===== config.mk =====
export PLATFORM = sky130hd
export DESIGN_NAME = serial_add_unit
export DESIGN_NICKNAME = d
export VERILOG_FILES = /design/src/rtl/serial_add_unit.sv
export SDC_FILE = /design/constraint.sdc
export NUM_CORES = 1
export LEC_CHECK = 0
export CAP_MARGIN = 20
export CORE_MARGIN = 3
export CORE_UTILIZATION = 40
export CTS_BUF_LIST = sky130_fd_sc_hd__clkbuf_8
export DETAILED_ROUTE_END_ITERATION = 10
export GPL_ROUTABILITY_DRIVEN = 0
export GPL_TIMING_DRIVEN = 0
export PLACE_DENSITY = 0.77
export SKIP_LAST_GASP = 1
export SYNTH_ARGS = -nofsm -noshare
export SYNTH_HDL_FRONTEND = slang
export SYNTH_SLANG_ARGS = --single-unit

===== constraint.sdc =====
create_clock -name clk -period 4.46 [get_ports clk]
set_input_delay 0.892 -clock clk [delete_from_list [all_inputs] [get_ports clk]]
set_output_delay 0.892 -clock clk [all_outputs]
set_load 0.02 [all_outputs]

===== src/rtl/serial_add_unit.sv =====
// Bit-serial WIDTH-bit add/subtract unit for the multicycle MIPS ALU path.
// One operand bit pair per cycle runs through the 1-bit adder cell, and the
// unit uses a start/busy/done handshake.

module adder (
  input  logic inA,
  input  logic inB,
  input  logic cin,
  output logic y
);
  assign y = inA ^ inB ^ cin;
endmodule

module serial_add_unit #(
  parameter int WIDTH = 32,
  parameter int CNT_W = $clog2(WIDTH + 1)
) (
  input  logic             clk,
  input  logic             rst,
  input  logic             start,
  input  logic             sub,
  input  logic [WIDTH-1:0] a,
  input  logic [WIDTH-1:0] b,
  output logic             busy,
  output logic             done,
  output logic [WIDTH-1:0] result,
  output logic             cout,
  output logic             overflow,
  output logic             zero
);

  localparam logic [1:0] S_IDLE = 2'd0;
  localparam logic [1:0] S_RUN  = 2'd1;
  localparam logic [1:0] S_DONE = 2'd2;

  localparam logic [CNT_W-1:0] LAST_BIT = CNT_W'(WIDTH - 1);
  localparam logic [CNT_W-1:0] MSB_PREV = CNT_W'(WIDTH - 2);

  logic [1:0]       r_state;
  logic [WIDTH-1:0] r_opA;
  logic [WIDTH-1:0] r_opB;
  logic             r_carry;
  logic             r_carryMsb;
  logic [CNT_W-1:0] r_count;
  logic [WIDTH-1:0] r_result;
  logic             r_cout;
  logic             r_overflow;
  logic             r_zero;

  logic             w_sum;
  logic             w_carryNext;
  logic [WIDTH-1:0] w_resultNext;
  logic             w_accept;

  adder u_adder (
    .inA (r_opA[0]),
    .inB (r_opB[0]),
    .cin (r_carry),
    .y   (w_sum)
  );

  // The cell exposes only the sum, so the carry is regenerated here.
  assign w_carryNext  = (r_opA[0] & r_opB[0]) | (r_opA[0] & r_carry) | (r_opB[0] & r_carry);
  assign w_resultNext = {w_sum, r_result[WIDTH-1:1]};
  assign w_accept     = start && ((r_state == S_IDLE) || (r_state == S_DONE));

  always_ff @(posedge clk) begin
    if (!rst) begin
      r_state    <= S_IDLE;
      r_opA      <= '0;
      r_opB      <= '0;
      r_carry    <= 1'b0;
      r_carryMsb <= 1'b0;
      r_count    <= '0;
      r_result   <= '0;
      r_cout     <= 1'b0;
      r_overflow <= 1'b0;
      r_zero     <= 1'b0;
    end else begin
      case (r_state)
        S_RUN: begin
          r_opA    <= {1'b0, r_opA[WIDTH-1:1]};
          r_opB    <= {1'b0, r_opB[WIDTH-1:1]};
          r_carry  <= w_carryNext;
          r_result <= w_resultNext;
          r_count  <= r_count + 1'b1;
          if (r_count == MSB_PREV) begin
            r_carryMsb <= w_carryNext;
          end
          if (r_count == LAST_BIT) begin
            r_state    <= S_DONE;
            r_cout     <= w_carryNext;
            r_overflow <= r_carryMsb ^ w_carryNext;
            r_zero     <= (w_resultNext == '0);
          end
        end
        default: begin
          // Subtraction is a + ~b + 1, with the +1 supplied as the initial carry.
          if (w_accept) begin
            r_opA   <= a;
            r_opB   <= sub ? ~b : b;
            r_carry <= sub;
            r_count <= '0;
            r_state <= S_RUN;
          end else begin
            r_state <= S_IDLE;
          end
        end
      endcase
    end
  end

  assign busy     = (r_state == S_RUN);
  assign done     = (r_state == S_DONE);
  assign result   = r_result;
  assign cout     = r_cout;
  assign overflow = r_overflow;
  assign zero     = r_zero;

endmodule


==> out/metrics.csv, run 1 <==
stage;metric;value;unit
clock_tree;clk buf depth;2;
routing;routed via count;4462;
synth;post-synthesis sequential area ratio;0.4717;
worst_setup_path;CP Launch Type;flip-flop;
placement;number of port buffers;103;
power_and_ir_drop;Seq pwr share;0.539;
synth;simple-gate share of the synthesized area;0.1691;
floorplan;# rows;38;
worst_setup_path;crit-path max FO;10;
worst_setup_path;crit path to;busy;
power_and_ir_drop;maximum vdd ir drop;0.0001583;V
worst_setup_path;Critical Path RT;3570;ps
floorplan;Initial Utilization;0.4176;
clock_tree;# hold bufs at CTS;0;
clock_tree;Clock Pin Slew Worst Setup and Hold Paths;100;ps
clock_tree;cts bufs inserted;9;
routing;initial drt markers;511;
cells_and_area;Layout area overhead;30.21;%
grt;largest net degree at the start of global routing;18;
hold_path;HP Class;reg -> reg;
timing;post-route setup TNS;0;ps
status;status;finished clean;
floorplan;Die H;113.5;µm
synth;synthesized net count;616;
worst_setup_path;Crit. Startpoint;r_state[0];
power_and_ir_drop;Clock power frac;0.304;
timing;final setup vio count;0;
timing;worst slew pin tran;507.1;ps
routing;detailed-route DRC error count;0;
grt;initial antenna violation count;0;
clock_tree;# resized after CTS;0;
synth;Cells after Synth;545;
timing;post-route minimum period;2944;ps
clock_tree;TritonCTS Sinks;109;
power_and_ir_drop;Tot Pwr;1.944;mW
grt;first-pass GRT wire length;20280;µm
timing;Tcrit/Tclk final;0.6601;
worst_setup_path;FF-to-FF setup slack;2760;ps
clock_tree;H-tree levels;3;
grt;vias in the first global route;4210;
cells_and_area;Multi-input gate area;0.002182;mm²
timing;Slew headroom;0.6619;
grt;Overflow after GRT;0;
synth;Syn. warnings;0;
clock_tree;CTS tree;built;
synth;largest cells by area after synthesis;dfxtp_1 47%, a21oi_1 11%, a22oi_1 10%, nand3_1 7.5%, xor2_1 5.9%;
worst_setup_path;crit path DAT;2050;ps
routing;Vias per Instance;5.550;
floorplan;Die X;113.5;µm
synth;Synth Area in Compound Gates;0.2305;
routing;First-pass DRT Iterations;5;
synth;synthesized area per cell;8.487;µm²
floorplan;I/O Pins;105;
timing;Fin. Hold Viols;0;
cells_and_area;FILL cells;1043;
clock_tree;post-CTS setup buffers;0;
synth;Yosys cell types;33;
routing;remaining antenna violation count after routing;0;
clock_tree;worst skew pair latency;370;ps
power_and_ir_drop;Leak;2.095;nW
floorplan;core box area;0.01108;mm²
synth;area fraction of the dominant cell type after synthesis;0.4717;
clock_tree;root buf cell;clkbuf_8;
cells_and_area;Register Area;0.002182;mm²
synth;XOR/XNOR share of the synthesized area;0.06248;
floorplan;Die Area;0.01289;mm²
power_and_ir_drop;switch share;0.2727;
routing;Avg WL per Cell;15.17;µm
cells_and_area;final core occ;0.5437;
power_and_ir_drop;NetSw;0.5300;mW
cells_and_area;Nets;730;
synth;largest family of logic cells by synthesized area;compound AO/OA/AOI/OAI gates;
cells_and_area;antenna cells;0;
worst_setup_path;reg2reg end;zero;
worst_setup_path;Crit. End Element;primary output;
worst_setup_path;R2R Path Start;r_opB[0];
worst_setup_path;reg2reg path depth;4;
routing;drt total wl;12200;µm
synth;FF+latch count, synth;109;
worst_setup_path;critical path type;reg -> out;
run;number of max-cap violations;0;
synth;Netlist Area Pre-Place;0.004626;mm²
synth;mux cell area share after synthesis;0;
grt;gr usage total;0.1892;
power_and_ir_drop;Int Power;1.414;mW
cells_and_area;share of cells above drive strength 1;0.07229;
timing;RSZ-0062 raised after global routing;false;
synth;adder-cell share of the synthesized area;0.009738;
timing;Clock Skew;10.92;ps
timing;Max Freq;339.7;MHz
power_and_ir_drop;Power Dens Cells;322.7;mW/mm²
power_and_ir_drop;Comb power frac;0.157;
synth;leading area contributor after synthesis;dfxtp_1;
placement;Final HPWL DP;9125;µm
timing;fin. max-slew vios;0;
[layer usage]
metal  track usage  routed length (µm)
met5             0                   0
met4       0.06010                 190
met3       0.02865                 833
met2        0.3117                5796
met1        0.2557                5376
[through the flow]
| step | cell area, µm² | worst slack [ps] | hold WS [ps] | std cells |
|---|---|---|---|---|
| floorplan | 4626 | 2691 | 433.8 | 545 |
| global placement | 5832 | 1877 | 453.4 | 788 |
| detailed placement | 5832 | 1823 | 462.2 | 788 |
| CTS | 6023 | 1494 | 476.1 | 804 |
| global route | 6023 | 1396 | 496.6 | 804 |
| finish | 6023 | 1516 | 474.8 | 804 |
[logic make-up (layout without fill, tap and decap cells)]
logic type      after synthesis  count (layout)
compound gates              177             177
fa+ha+maj                     3               3
flops                       109             109
simple gates                166             166
xor+xnor                     33              33
buf+inv                      57             176
[worst max-delay path, stage by stage (launching register included)]
cell and delay (ps):
dfxtp_1 420, nand2b_1 70, buf_2 160, inv_2 160
buf_2 250, clkdlybuf4s50_1 640
[how the worst min path moves through the flow]
stage / from / to / slack, ps / cells after the start
global route: r_opA[31] / r_opA[31] / 500 / 2
CTS: r_opB[3] / r_opB[3] / 480 / 2
floorplan: r_opA[31] / r_opA[31] / 430 / 2
detailed placement: r_opA[23] / r_opA[23] / 460 / 2
finish: r_opB[3] / r_opB[3] / 470 / 2
global placement: r_opA[6] / r_opA[6] / 450 / 2
[flip-flops by register name, indices dropped and copies added, names as in the netlist]
signal,flops
result,32
r_state,2
r_opB,32
r_carryMsb,1
overflow,1
cout,1
r_count,6
r_opA,32
zero,1
r_carry,1
[Yosys cell counts, drive strengths merged]
library cell / n
dfxtp: 109
inv: 4
fa: 1
nor4: 8
clkbuf: 20
and4b: 1
or4: 1
a22oi: 63
a21oi: 105
and2b: 1
nand3: 69
nor2: 2
o21ai: 1
o311ai: 1
clkinv: 1
or3: 2
and3b: 1
nand4: 3
xor2: 31
o31ai: 1
nand2: 71
xnor2: 2
nor2b: 1
buf: 32
ha: 2
o32ai: 1
nand4b: 1
nand2b: 4
o211ai: 2
nand3b: 1
a211oi: 3
[layout by cell type (no fill, tap or decap), drive strengths merged]
cell type / count
inv: 5
a21oi: 105
and2b: 1
nand2b: 4
clkbuf: 29
clkinv: 4
nor4: 8
o31ai: 1
and4b: 1
fa: 1
bufinv: 1
buf: 32
o211ai: 2
nand3b: 1
xnor2: 2
or4: 1
clkdlybuf4s50: 103
o21ai: 1
xor2: 31
nand4: 3
o311ai: 1
dfxtp: 109
or3: 2
nand3: 69
nand4b: 1
nor2: 2
ha: 2
nand2: 71
clkinvlp: 2
a211oi: 3
nor2b: 1
o32ai: 1
a22oi: 63
and3b: 1
[layout make-up]
cell class	count	area share
Sequential cell	109	0.3623
Multi-Input combinational cell	379	0.3623
Timing Repair Buffer	103	0.1712
Buffer	52	0.04030
Tap cell	140	0.02908
Clock buffer	9	0.02057
Clock inverter	7	0.01122
Inverter	5	0.003116
[power groups by stage]
| stage | combinational, mW | sequential [mW] | clock, mW |
|---|---|---|---|
| 3_3_place_gp | 0.294 | 1.07 | 0 |
| 3_5_place_dp | 0.304 | 1.07 | 0 |
| 6_report | 0.305 | 1.05 | 0.591 |
| 2_1_floorplan | 0.182 | 1.06 | 0 |
| 5_1_grt | 0.337 | 1.05 | 0.640 |
| 4_1_cts | 0.306 | 1.05 | 0.597 |
(Power assumes the default switching activity.)
==> run 2, diff against run 1 <==
PLACE_DENSITY = 0.8   (was 0.77)
clock period = 2.5 ns   (was 4.46 ns; I/O delays follow)
==> run 2 against run 1 <==
Against the previous run:
- global-route usage decreased by 0.36 points
- via count increased by 0.18%
- sequential share of layout area about the same
- critical path type unchanged
- critical endpoint unchanged
==> out/metrics.csv, run 2 (same netlist as run 1, synthesis figures left out) <==
stage;metric;value;unit;change
routing;First-pass DRT Iterations;5;;unchanged
cells_and_area;most frequent cells in the layout;109 x dfxtp_1, 105 x a21oi_1, 102 x clkdlybuf4s50_1;;was 109 x dfxtp_1, 105 x a21oi_1, 103 x clkdlybuf4s50_1
cells_and_area;FILL cells;1051;;was 1,043
grt;first-pass GRT wire length;19800;µm;was 20,280 µm
clock_tree;CTS tree;built;;unchanged
timing;Fin. Hold Viols;0;;unchanged
routing;drt total wl;12320;µm;was 12,200 µm
routing;Vias per Instance;5.560;;was 5.550
timing;post-route minimum period;2271;ps;
grt;vias in the first global route;4125;;was 4,210
power_and_ir_drop;Power Dens Cells;572.6;mW/mm²;was 322.7 mW/mm²
status;status;finished clean;;unchanged
timing;fin. max-slew vios;0;;unchanged
clock_tree;cts bufs inserted;9;;unchanged
hold_path;HP Class;reg -> reg;;unchanged
routing;Avg WL per Cell;15.33;µm;was 15.17 µm
routing;remaining antenna violation count after routing;0;;unchanged
clock_tree;TritonCTS Sinks;109;;unchanged
floorplan;Die X;113.5;µm;unchanged
power_and_ir_drop;Leak;2.091;nW;was 2.095 nW
run;number of max-cap violations;0;;unchanged
timing;Max Freq;440.3;MHz;
floorplan;Die H;113.5;µm;unchanged
floorplan;Die Area;0.01289;mm²;unchanged
placement;pre-CTS setup slack;250.1;ps;was 1823 ps
timing;Clock Skew;15.25;ps;was 10.92 ps
power_and_ir_drop;maximum vdd ir drop;0.0002779;V;was 0.0001583 V
timing;worst setup margin;228.8;ps;was 1516 ps
timing;final setup vio count;0;;unchanged
worst_setup_path;CP Launch Type;flip-flop;;unchanged
cells_and_area;commonest non-fill, non-tap cell in the layout;dfxtp_1;;unchanged
floorplan;Initial Utilization;0.4176;;unchanged
timing;RSZ-0062 raised after global routing;false;;unchanged
floorplan;I/O Pins;105;;unchanged
cells_and_area;antenna cells;0;;unchanged
floorplan;# rows;38;;unchanged
routing;routed via count;4470;;was 4,462
timing;worst slew pin tran;541.3;ps;was 507.1 ps
worst_setup_path;critical path type;reg -> out;;unchanged
clock_tree;Clock Pin Slew Worst Setup and Hold Paths;110;ps;was 100 ps
clock_tree;H-tree levels;3;;unchanged
grt;gr usage total;0.1856;;was 0.1892
cells_and_area;final core occ;0.5430;;was 0.5437
clock_tree;clk buf depth;2;;unchanged
timing;Hold WS;473.8;ps;was 474.8 ps
grt;largest net degree at the start of global routing;21;;was 18
floorplan;core box area;0.01108;mm²;unchanged
routing;detailed-route DRC error count;0;;unchanged
routing;initial drt markers;407;;was 511
cells_and_area;Layout area overhead;30.05;%;was 30.21%
timing;Slew headroom;0.6391;;was 0.6619
cells_and_area;Nets;730;;unchanged
cells_and_area;share of cells above drive strength 1;0.07380;;was 0.07229
worst_setup_path;Crit. End Element;primary output;;unchanged
power_and_ir_drop;Tot Pwr;3.445;mW;was 1.944 mW
clock_tree;root buf cell;clkbuf_8;;unchanged
clock_tree;worst skew pair latency;380;ps;was 370 ps
grt;Overflow after GRT;0;;unchanged
timing;post-route setup TNS;0;ps;unchanged
worst_setup_path;crit path DAT;1770;ps;was 2050 ps
grt;initial antenna violation count;0;;unchanged
timing;Tcrit/Tclk final;0.9085;;
placement;Final HPWL DP;9008;µm;was 9125 µm
worst_setup_path;crit-path max FO;10;;unchanged
placement;number of port buffers;103;;unchanged
worst_setup_path;Critical Path RT;2000;ps;was 3570 ps
==> run 2: worst paths after layout <==
| path | start | endpoint | slack (ps) | cells past startpoint |
|---|---|---|---|---|
| min | r_opA[22] | r_opA[22] | 470 | 2 |
| max | r_state[0] | busy | 230 | 5 |
| max reg2reg | r_carry | zero | 750 | 4 |
| min reg2reg | r_opA[22] | r_opA[22] | 470 | 2 |
==> run 2: worst max-delay path, stage by stage (launching register included) <==
cell	delay (ps)
dfxtp_1	420
nand2b_1	70
buf_2	150
inv_2	150
buf_2	240
dlygate4sd2_1	360
==> run 2: where the power goes <==
part / internal (mW) / switching (mW)
clock network: 0.384 / 0.646
registers: 1.82 / 0.0494
logic: 0.242 / 0.302
==> run 2: final cells by class <==
cell class	count	area [µm²]	share of cell area
multi-input cells	379	2182	0.3627
clock buffers	9	123.9	0.02059
flip-flops and latches	109	2182	0.3627
plain buffers	52	242.7	0.04035
repair buffers	103	1030	0.1712
well taps	140	175.2	0.02912
clock inverters	7	61.31	0.01019
inverters	5	18.77	0.003120
==> run 2: metrics by stage <==
stage                     instance area, µm²  cells
after CTS                               6016    804
after detailed placement                5832    788
after global routing                    6016    804
after global placement                  5832    788
after floorplan                         4626    545
final                                   6016    804
==> run 2: metal layers <==
metal	wire, µm	track usage	vias up
met3	815	0.02546	12
met4	125	0.05128	0
met1	5417	0.2544	2115
li1	-	-	2180
met5	0	0	-
met2	5964	0.3074	163
==> run 2: what timing repair did <==
action | in CTS | in global routing
resized for setup | 1 | 0
hold endpoints to repair | 0 | 0
setup endpoints to repair | 1 | 0
hold buffers | 0 | 0
setup buffers | 0 | 0
